## src/rtl/mbist_controller.sv

```systemverilog
// -----------------------------------------------------------------------------
// mbist_controller
//
// Memory built-in self-test controller running the March C- algorithm on a
// single-port SRAM. It also muxes the functional path onto the SRAM pins while
// the test engine is idle.
//
// March C- sequence (0 = all-zero background, 1 = all-ones background):
//   E0 up  (w0)        1 cycle per address  : WR
//   E1 up  (r0,w1)     3 cycles per address : RD_ISSUE, RD_CMP, WR
//   E2 up  (r1,w0)     3 cycles per address
//   E3 down(r0,w1)     3 cycles per address
//   E4 down(r1,w0)     3 cycles per address
//   E5 up  (r0)        2 cycles per address : RD_ISSUE, RD_CMP
//
// Ports
//   clk         : single clock, all state updates on the rising edge
//   rst         : synchronous, active-high reset
//   start       : request a self-test (only honoured when not busy)
//   func_addr   : functional-path address
//   func_din    : functional-path write data
//   func_rwbar  : functional-path read(1)/write(0)
//   func_cs     : functional-path chip select
//   ramout      : SRAM read data, valid the cycle after the read address edge
//   ramaddr     : SRAM address
//   ramin       : SRAM write data
//   rwbar       : SRAM read(1)/write(0)
//   cs          : SRAM chip select
//   busy        : test in progress, controller owns the SRAM
//   done        : test finished, held until the next start or rst
//   pass        : test result, meaningful only while done=1
//   fail_addr   : address of the first mismatch
//   fail_elem   : March element (0..5) of the first mismatch
//   fail_data   : ramout value seen at the first mismatch
// -----------------------------------------------------------------------------
module mbist_controller #(
  parameter int ADDR_W = 6,
  parameter int DATA_W = 8
) (
  input  logic              clk,
  input  logic              rst,
  input  logic              start,
  input  logic [ADDR_W-1:0] func_addr,
  input  logic [DATA_W-1:0] func_din,
  input  logic              func_rwbar,
  input  logic              func_cs,
  input  logic [DATA_W-1:0] ramout,
  output logic [ADDR_W-1:0] ramaddr,
  output logic [DATA_W-1:0] ramin,
  output logic              rwbar,
  output logic              cs,
  output logic              busy,
  output logic              done,
  output logic              pass,
  output logic [ADDR_W-1:0] fail_addr,
  output logic [2:0]        fail_elem,
  output logic [DATA_W-1:0] fail_data
);

  typedef enum logic [2:0] {
    IDLE,
    WR,
    RD_ISSUE,
    RD_CMP,
    DONE
  } state_t;

  localparam logic [ADDR_W-1:0] ADDR_LAST = {ADDR_W{1'b1}};
  localparam logic [2:0]        ELEM_LAST = 3'd5;

  // Registered state
  state_t              state_q;
  logic [ADDR_W-1:0]   addr_q;
  logic [2:0]          elem_q;
  logic                busy_q;
  logic                done_q;
  logic                pass_q;
  logic [ADDR_W-1:0]   fail_addr_q;
  logic [2:0]          fail_elem_q;
  logic [DATA_W-1:0]   fail_data_q;

  // Address/element sequencing for "this address is finished"
  logic [ADDR_W-1:0]   addr_d;
  logic [2:0]          elem_d;
  logic                descending;
  logic                at_terminal;
  logic                next_descending;
  logic [2:0]          elem_inc;

  // Data backgrounds for the current element
  logic [DATA_W-1:0]   exp_data;
  logic [DATA_W-1:0]   wr_data;

  // ---------------------------------------------------------------------------
  // Element decode and next-address computation
  // ---------------------------------------------------------------------------
  always_comb begin
    // NOTE: every combinational output gets a default before any branch, so no
    // path can leave it unassigned and infer a latch.
    descending      = 1'b0;
    at_terminal     = 1'b0;
    elem_inc        = elem_q + 3'd1;
    next_descending = 1'b0;
    exp_data        = '0;
    wr_data         = '0;
    addr_d          = addr_q;
    elem_d          = elem_q;

    // E3 and E4 walk the array from the top address down.
    descending      = (elem_q == 3'd3) || (elem_q == 3'd4);
    next_descending = (elem_inc == 3'd3) || (elem_inc == 3'd4);
    at_terminal     = descending ? (addr_q == '0) : (addr_q == ADDR_LAST);

    // E2/E4 read back ones; E1/E3/E5 read back zeros.
    if ((elem_q == 3'd2) || (elem_q == 3'd4)) begin
      exp_data = '1;
    end
    // E1/E3 write ones; E0/E2/E4 write zeros.
    if ((elem_q == 3'd1) || (elem_q == 3'd3)) begin
      wr_data = '1;
    end

    // At the terminal address the counter does not wrap: it jumps to the
    // start address of the next element instead.
    if (at_terminal) begin
      elem_d = elem_inc;
      addr_d = next_descending ? ADDR_LAST : '0;
    end else begin
      addr_d = descending ? (addr_q - 1'b1) : (addr_q + 1'b1);
    end
  end

  // ---------------------------------------------------------------------------
  // Control FSM
  // ---------------------------------------------------------------------------
  // NOTE: all state registers use non-blocking assignments so every register
  // samples the pre-edge values of the others, matching the hardware.
  always_ff @(posedge clk) begin
    if (rst) begin
      state_q     <= IDLE;
      addr_q      <= '0;
      elem_q      <= '0;
      busy_q      <= 1'b0;
      done_q      <= 1'b0;
      pass_q      <= 1'b0;
      fail_addr_q <= '0;
      fail_elem_q <= '0;
      fail_data_q <= '0;
    end else begin
      case (state_q)
        IDLE, DONE: begin
          // DONE behaves like IDLE apart from holding the result flags.
          if (start) begin
            state_q     <= WR;
            addr_q      <= '0;
            elem_q      <= '0;
            busy_q      <= 1'b1;
            done_q      <= 1'b0;
            pass_q      <= 1'b0;
            fail_addr_q <= '0;
            fail_elem_q <= '0;
            fail_data_q <= '0;
          end
        end

        WR: begin
          // A write is always the last cycle of its address.
          addr_q <= addr_d;
          elem_q <= elem_d;
          // Only E0 is write-only; every later element opens with a read.
          state_q <= ((elem_q == 3'd0) && !at_terminal) ? WR : RD_ISSUE;
        end

        RD_ISSUE: begin
          state_q <= RD_CMP;
        end

        RD_CMP: begin
          if (ramout != exp_data) begin
            // First mismatch ends the test; the SRAM is released at once.
            fail_addr_q <= addr_q;
            fail_elem_q <= elem_q;
            fail_data_q <= ramout;
            pass_q      <= 1'b0;
            done_q      <= 1'b1;
            busy_q      <= 1'b0;
            state_q     <= DONE;
          end else if (elem_q == ELEM_LAST) begin
            // E5 is read-only, so the compare is the last cycle here.
            if (at_terminal) begin
              pass_q  <= 1'b1;
              done_q  <= 1'b1;
              busy_q  <= 1'b0;
              state_q <= DONE;
            end else begin
              addr_q  <= addr_d;
              state_q <= RD_ISSUE;
            end
          end else begin
            state_q <= WR;
          end
        end

        default: begin
          state_q <= IDLE;
        end
      endcase
    end
  end

  // ---------------------------------------------------------------------------
  // SRAM pin mux: functional path passes straight through while idle.
  // ---------------------------------------------------------------------------
  always_comb begin
    ramaddr = func_addr;
    ramin   = func_din;
    rwbar   = func_rwbar;
    cs      = func_cs;
    if (busy_q) begin
      ramaddr = addr_q;
      ramin   = wr_data;
      rwbar   = (state_q != WR);
      cs      = 1'b1;
    end
  end

  assign busy      = busy_q;
  assign done      = done_q;
  assign pass      = pass_q;
  assign fail_addr = fail_addr_q;
  assign fail_elem = fail_elem_q;
  assign fail_data = fail_data_q;

endmodule

```

## config.mk

```make
export PLATFORM = sky130hd
export DESIGN_NAME = mbist_controller
export DESIGN_NICKNAME = d
export VERILOG_FILES = /design/src/rtl/mbist_controller.sv
export SDC_FILE = /design/constraint.sdc
export NUM_CORES = 1
export LEC_CHECK = 0
export CAP_MARGIN = 30
export CORE_MARGIN = 4
export CORE_UTILIZATION = 45
export CTS_CLUSTER_SIZE = 25
export DETAILED_ROUTE_END_ITERATION = 12
export PLACE_DENSITY = 0.8
export SLEW_MARGIN = 40
export SYNTH_ARGS = -nofsm -noshare
export SYNTH_HDL_FRONTEND = slang
export SYNTH_SLANG_ARGS = --single-unit
```

## constraint.sdc

```tcl
create_clock -name clk -period 2.33 [get_ports clk]
set_input_delay 0.466 -clock clk [delete_from_list [all_inputs] [get_ports clk]]
set_output_delay 0.466 -clock clk [all_outputs]
set_load 0.1 [all_outputs]
```

==> results.cfg <==
[detailed_routing]
detailed_route_wire_length_per_cell_um = 15.9
dr.first_iter.drc_count = 156
dr.pass1.iters = 4
drcViolationCount = 0
drtAntennaViolNets = 0
wl_met1_um = 2170
routed_wirelength_um = 5000
avgViaCountPerCell = 5.54
met2WireLength_um = 2420
top_layer_used = met4
met3_wirelength_um = 362
vias = 1740

[logic_synthesis]
netlist.top_cell.by_area = dfxtp_1
async_reset_ff_share_pct = 0
number_of_enable_flip_flop_cells_after_synthesis = 0
synthDistinctLibCells = 47
synth_fp_nets = 230
syn-instance-count = 192
top_cells_by_area_in_the_synthesized_netlist = dfxtp_1 (35%), a22o_1 (8.1%), ha_1 (6.8%)
syn_area_sq_um = 1830
synth_top_flop_cell = dfxtp_1
synth_largest_type_area_fraction_pct = 35.0
post_synth.cell_area_avg_sq_um = 9.53
postSynthRegisterBits = 32
yosysWarnings = 0
synth_sequential_area_ratio_pct = 35.0

[setup_path]
slowest_stage = clkdlybuf4s50_1
cp-start-kind = input pin
timing.critical_path.arrival_ns = 2.40
crit_family = buffers and inverters
crit_required_ns = 2.54
critPathBufInv = 3
r2r-end = addr_q[4]$_SDFFE_PP0P_
worstSetupPathType = input pin to register
critPathCaptureType = register
rrSetupSlack_ns = 0.14
cp_cell_sequence = clkdlybuf4s50_1 > nor4_2 > a31oi_4 > buf_4 > o32ai_2 > buf_4 > o211ai_1 > a21oi_1
critical_path.most_common_cell = buf_4
cp_max_fo = 6
critPathMaxStageDelay_ns = 0.46
reg2regPathDepth = 11
crit-reg2reg-launch = elem_q[0]$_SDFFE_PP0P_

[finish]
post-route-util_pct = 75.3
drive_above_1_share_pct = 35.3
fill_cells = 274
antenna_cells = 0
register_area_sq_um = 646
design.final.nets = 303
multi_input_comb_area_sq_um = 1130
layout-area-overhead-vs-synth_pct = 56.4

[power]
combinationalPowerShare_pct = 32.3
netSwitchingFraction_pct = 33.9
clock_power_share_pct = 32.0
p_switching_mw = 0.551
power_density_nw_per_um2 = 568
vdd_ir_drop_max_v = 0.000458
cellInternalPower_mw = 1.07
seq_power_share_pct = 35.7
standby_leakage_power_nw = 1.22

[placement]
globalplace.congestion = 0.825
place_worst_setup_slack_ns = -0.189
hpwlAfterDp_um = 3770
port-buffer-count = 62

[global_routing]
grt_overflow = 0
wire_length_of_the_first_global_routing_pass_um = 8080
grt_util_all_layers_pct = 19.8
grt_start_max_net_pins = 21
first_global_vias = 1688
antenna_found_initial = 0

[cts]
worst_skew_pair_later_pin_latency_ns = 0.29
cts.clk_slew.worst_paths_ns = 0.06
clkSinkCount = 32
tritoncts = yes
ctsHoldBuffers = 0
clock_tree.root_cell = clkbuf_8
htree_num_levels = 2
cts-root-to-sink-buffers = 2
cts_made_buffers = 5

[sta]
postLayoutSetupSlackWorst_ns = 0.139
final-hold-violation-count = 0
maxSlewHeadroom_pct = 71.8
maxClockFrequency_mhz = 456
skew_ns = 0.00739
rsz0062_at_grt = no
final_max_slew_viols = 0
setup_viol = 0
fin_crit_ns = 2.19
max_slew.worst_pin.slew_ns = 0.423
layout_worst_path_cycle_share_pct = 94.1

[flow_run]
max-cap-violations = 0

[floorplan]
die-width_um = 71.8
core-area_sq_um = 3800
row_count = 22
die_h_um = 71.8
ioPinCount = 63
die_area_sq_um = 5150
start_util_pct = 48.2

[min_path]
worstHoldStart = done$_SDFFE_PP0P_
cell_depth_of_the_worst_hold_path = 2
hold_path.class = register to register
holdPathEnd = done$_SDFFE_PP0P_

[status]
run_status = completed
==> state kept, by name (all words and copies together) (netlist names) <==
register,cells
busy,1
elem_q,3
fail_elem,3
fail_data,8
fail_addr,6
pass,1
done,1
state_q,3
addr_q,6
==> cells by family (layout without fill, tap and decap cells) <==
group / count (synthesis) / after routing / synth area share (%)
AO/OA/AOI/OAI: 62 / 62 / 25.7
buffers and inverters: 28 / 102 / 7.11
multiplexers: 9 / 9 / 5.81
XOR/XNOR: 5 / 5 / 2.39
flip-flops: 32 / 32 / 35.0
adder cells (fa/ha/maj): 11 / 11 / 7.93
AND/OR/NAND/NOR: 45 / 45 / 16.1
==> synthesized netlist by cell type, types with 5 or more instances <==
cell	number
o21ai_0	9
mux2_2	6
a22o_1	17
nand3_1	10
ha_1	10
o211ai_1	5
dfxtp_1	32
nor2b_1	5
clkbuf_1	6
nor2_1	10
a21oi_1	16
inv_1	16
==> layout by cell type (no fill, tap or decap), types with 2 or more instances in the layout <==
cell type,count
a21o_1,2
a21oi_1,14
a22o_1,17
a22oi_1,2
buf_12,17
buf_4,34
clkbuf_8,5
clkdlybuf4s50_1,26
dfxtp_1,30
ha_1,9
inv_1,16
mux2_2,6
nand2_1,3
nand3_1,10
nand4_1,3
nor2_1,10
nor2b_1,5
nor4_1,2
o211ai_1,5
o21a_1,2
o21ai_2,8
xnor2_1,4
==> routing by layer <==
| layer | GRT usage (%) | vias up |
|---|---|---|
| met4 | 7.31 | 0 |
| met5 | 0 | - |
| met3 | 5.05 | 7 |
| met2 | 32.4 | 63 |
| met1 | 25.1 | 811 |
| li1 | - | 859 |
==> power by group through the flow <==
stage,clock network [mW],registers [mW],logic (mW)
after floorplan,0,0.593,0.316
after global placement,0,0.592,0.519
after detailed placement,0,0.592,0.524
after CTS,0.527,0.580,0.525
after global routing,0.551,0.582,0.543
final,0.521,0.580,0.525
==> stage by stage <==
step	cell area (sq um)	setup TNS [ns]	hold WS, ns	std cells	power [mW]
2_1_floorplan	1880	0	0.444	192	0.908
3_3_place_gp	2710	-1.59	0.446	304	1.11
3_5_place_dp	2710	-3.17	0.455	304	1.12
4_1_cts	2830	0	0.469	314	1.63
5_1_grt	2860	0	0.486	314	1.68
6_report	2860	0	0.461	314	1.63
==> final cells by class <==
cell class,count,share of cell area (%)
clock buffers,6,2.54
clock inverters,2,1.22
inverters,17,2.23
multi-input cells,132,39.4
flip-flops and latches,32,22.6
well taps,48,2.10
repair buffers,77,29.9
==> worst max-delay path by stage <==
stage / slack, ns / from / end / cells after the start
after floorplan: 0.07 / busy$_SDFFE_PP0P_ / rwbar / 4
after global placement: -0.11 / ramout[6] / addr_q[0]$_SDFFE_PP0P_ / 6
after detailed placement: -0.19 / ramout[6] / addr_q[4]$_SDFFE_PP0P_ / 6
after CTS: 0.01 / elem_q[1]$_SDFFE_PP0P_ / addr_q[4]$_SDFFE_PP0P_ / 11
after global routing: 0.0009 / elem_q[0]$_SDFFE_PP0P_ / addr_q[4]$_SDFFE_PP0P_ / 11
final: 0.14 / ramout[2] / addr_q[4]$_SDFFE_PP0P_ / 8
==> worst register-to-register path: stages, from the launching register on <==
cell      delay (ns)
dfxtp_1         0.35
inv_1           0.09
ha_2            0.21
mux2_4          0.32
inv_2           0.11
fa_2            0.22
inv_1           0.04
a21o_1          0.18
a21oi_2         0.15
xnor2_1         0.07
o211ai_1        0.20
a21oi_1         0.11
==> timing repair <==
item                                    in CTS  in global routing
gates resized for setup                      0                  7
endpoints found under the setup margin       3                  8
pin swaps                                    0                  1
setup buffers                                2                  0
cloned                                       0                  0
Note: power is estimated with default switching activity, not from simulation.
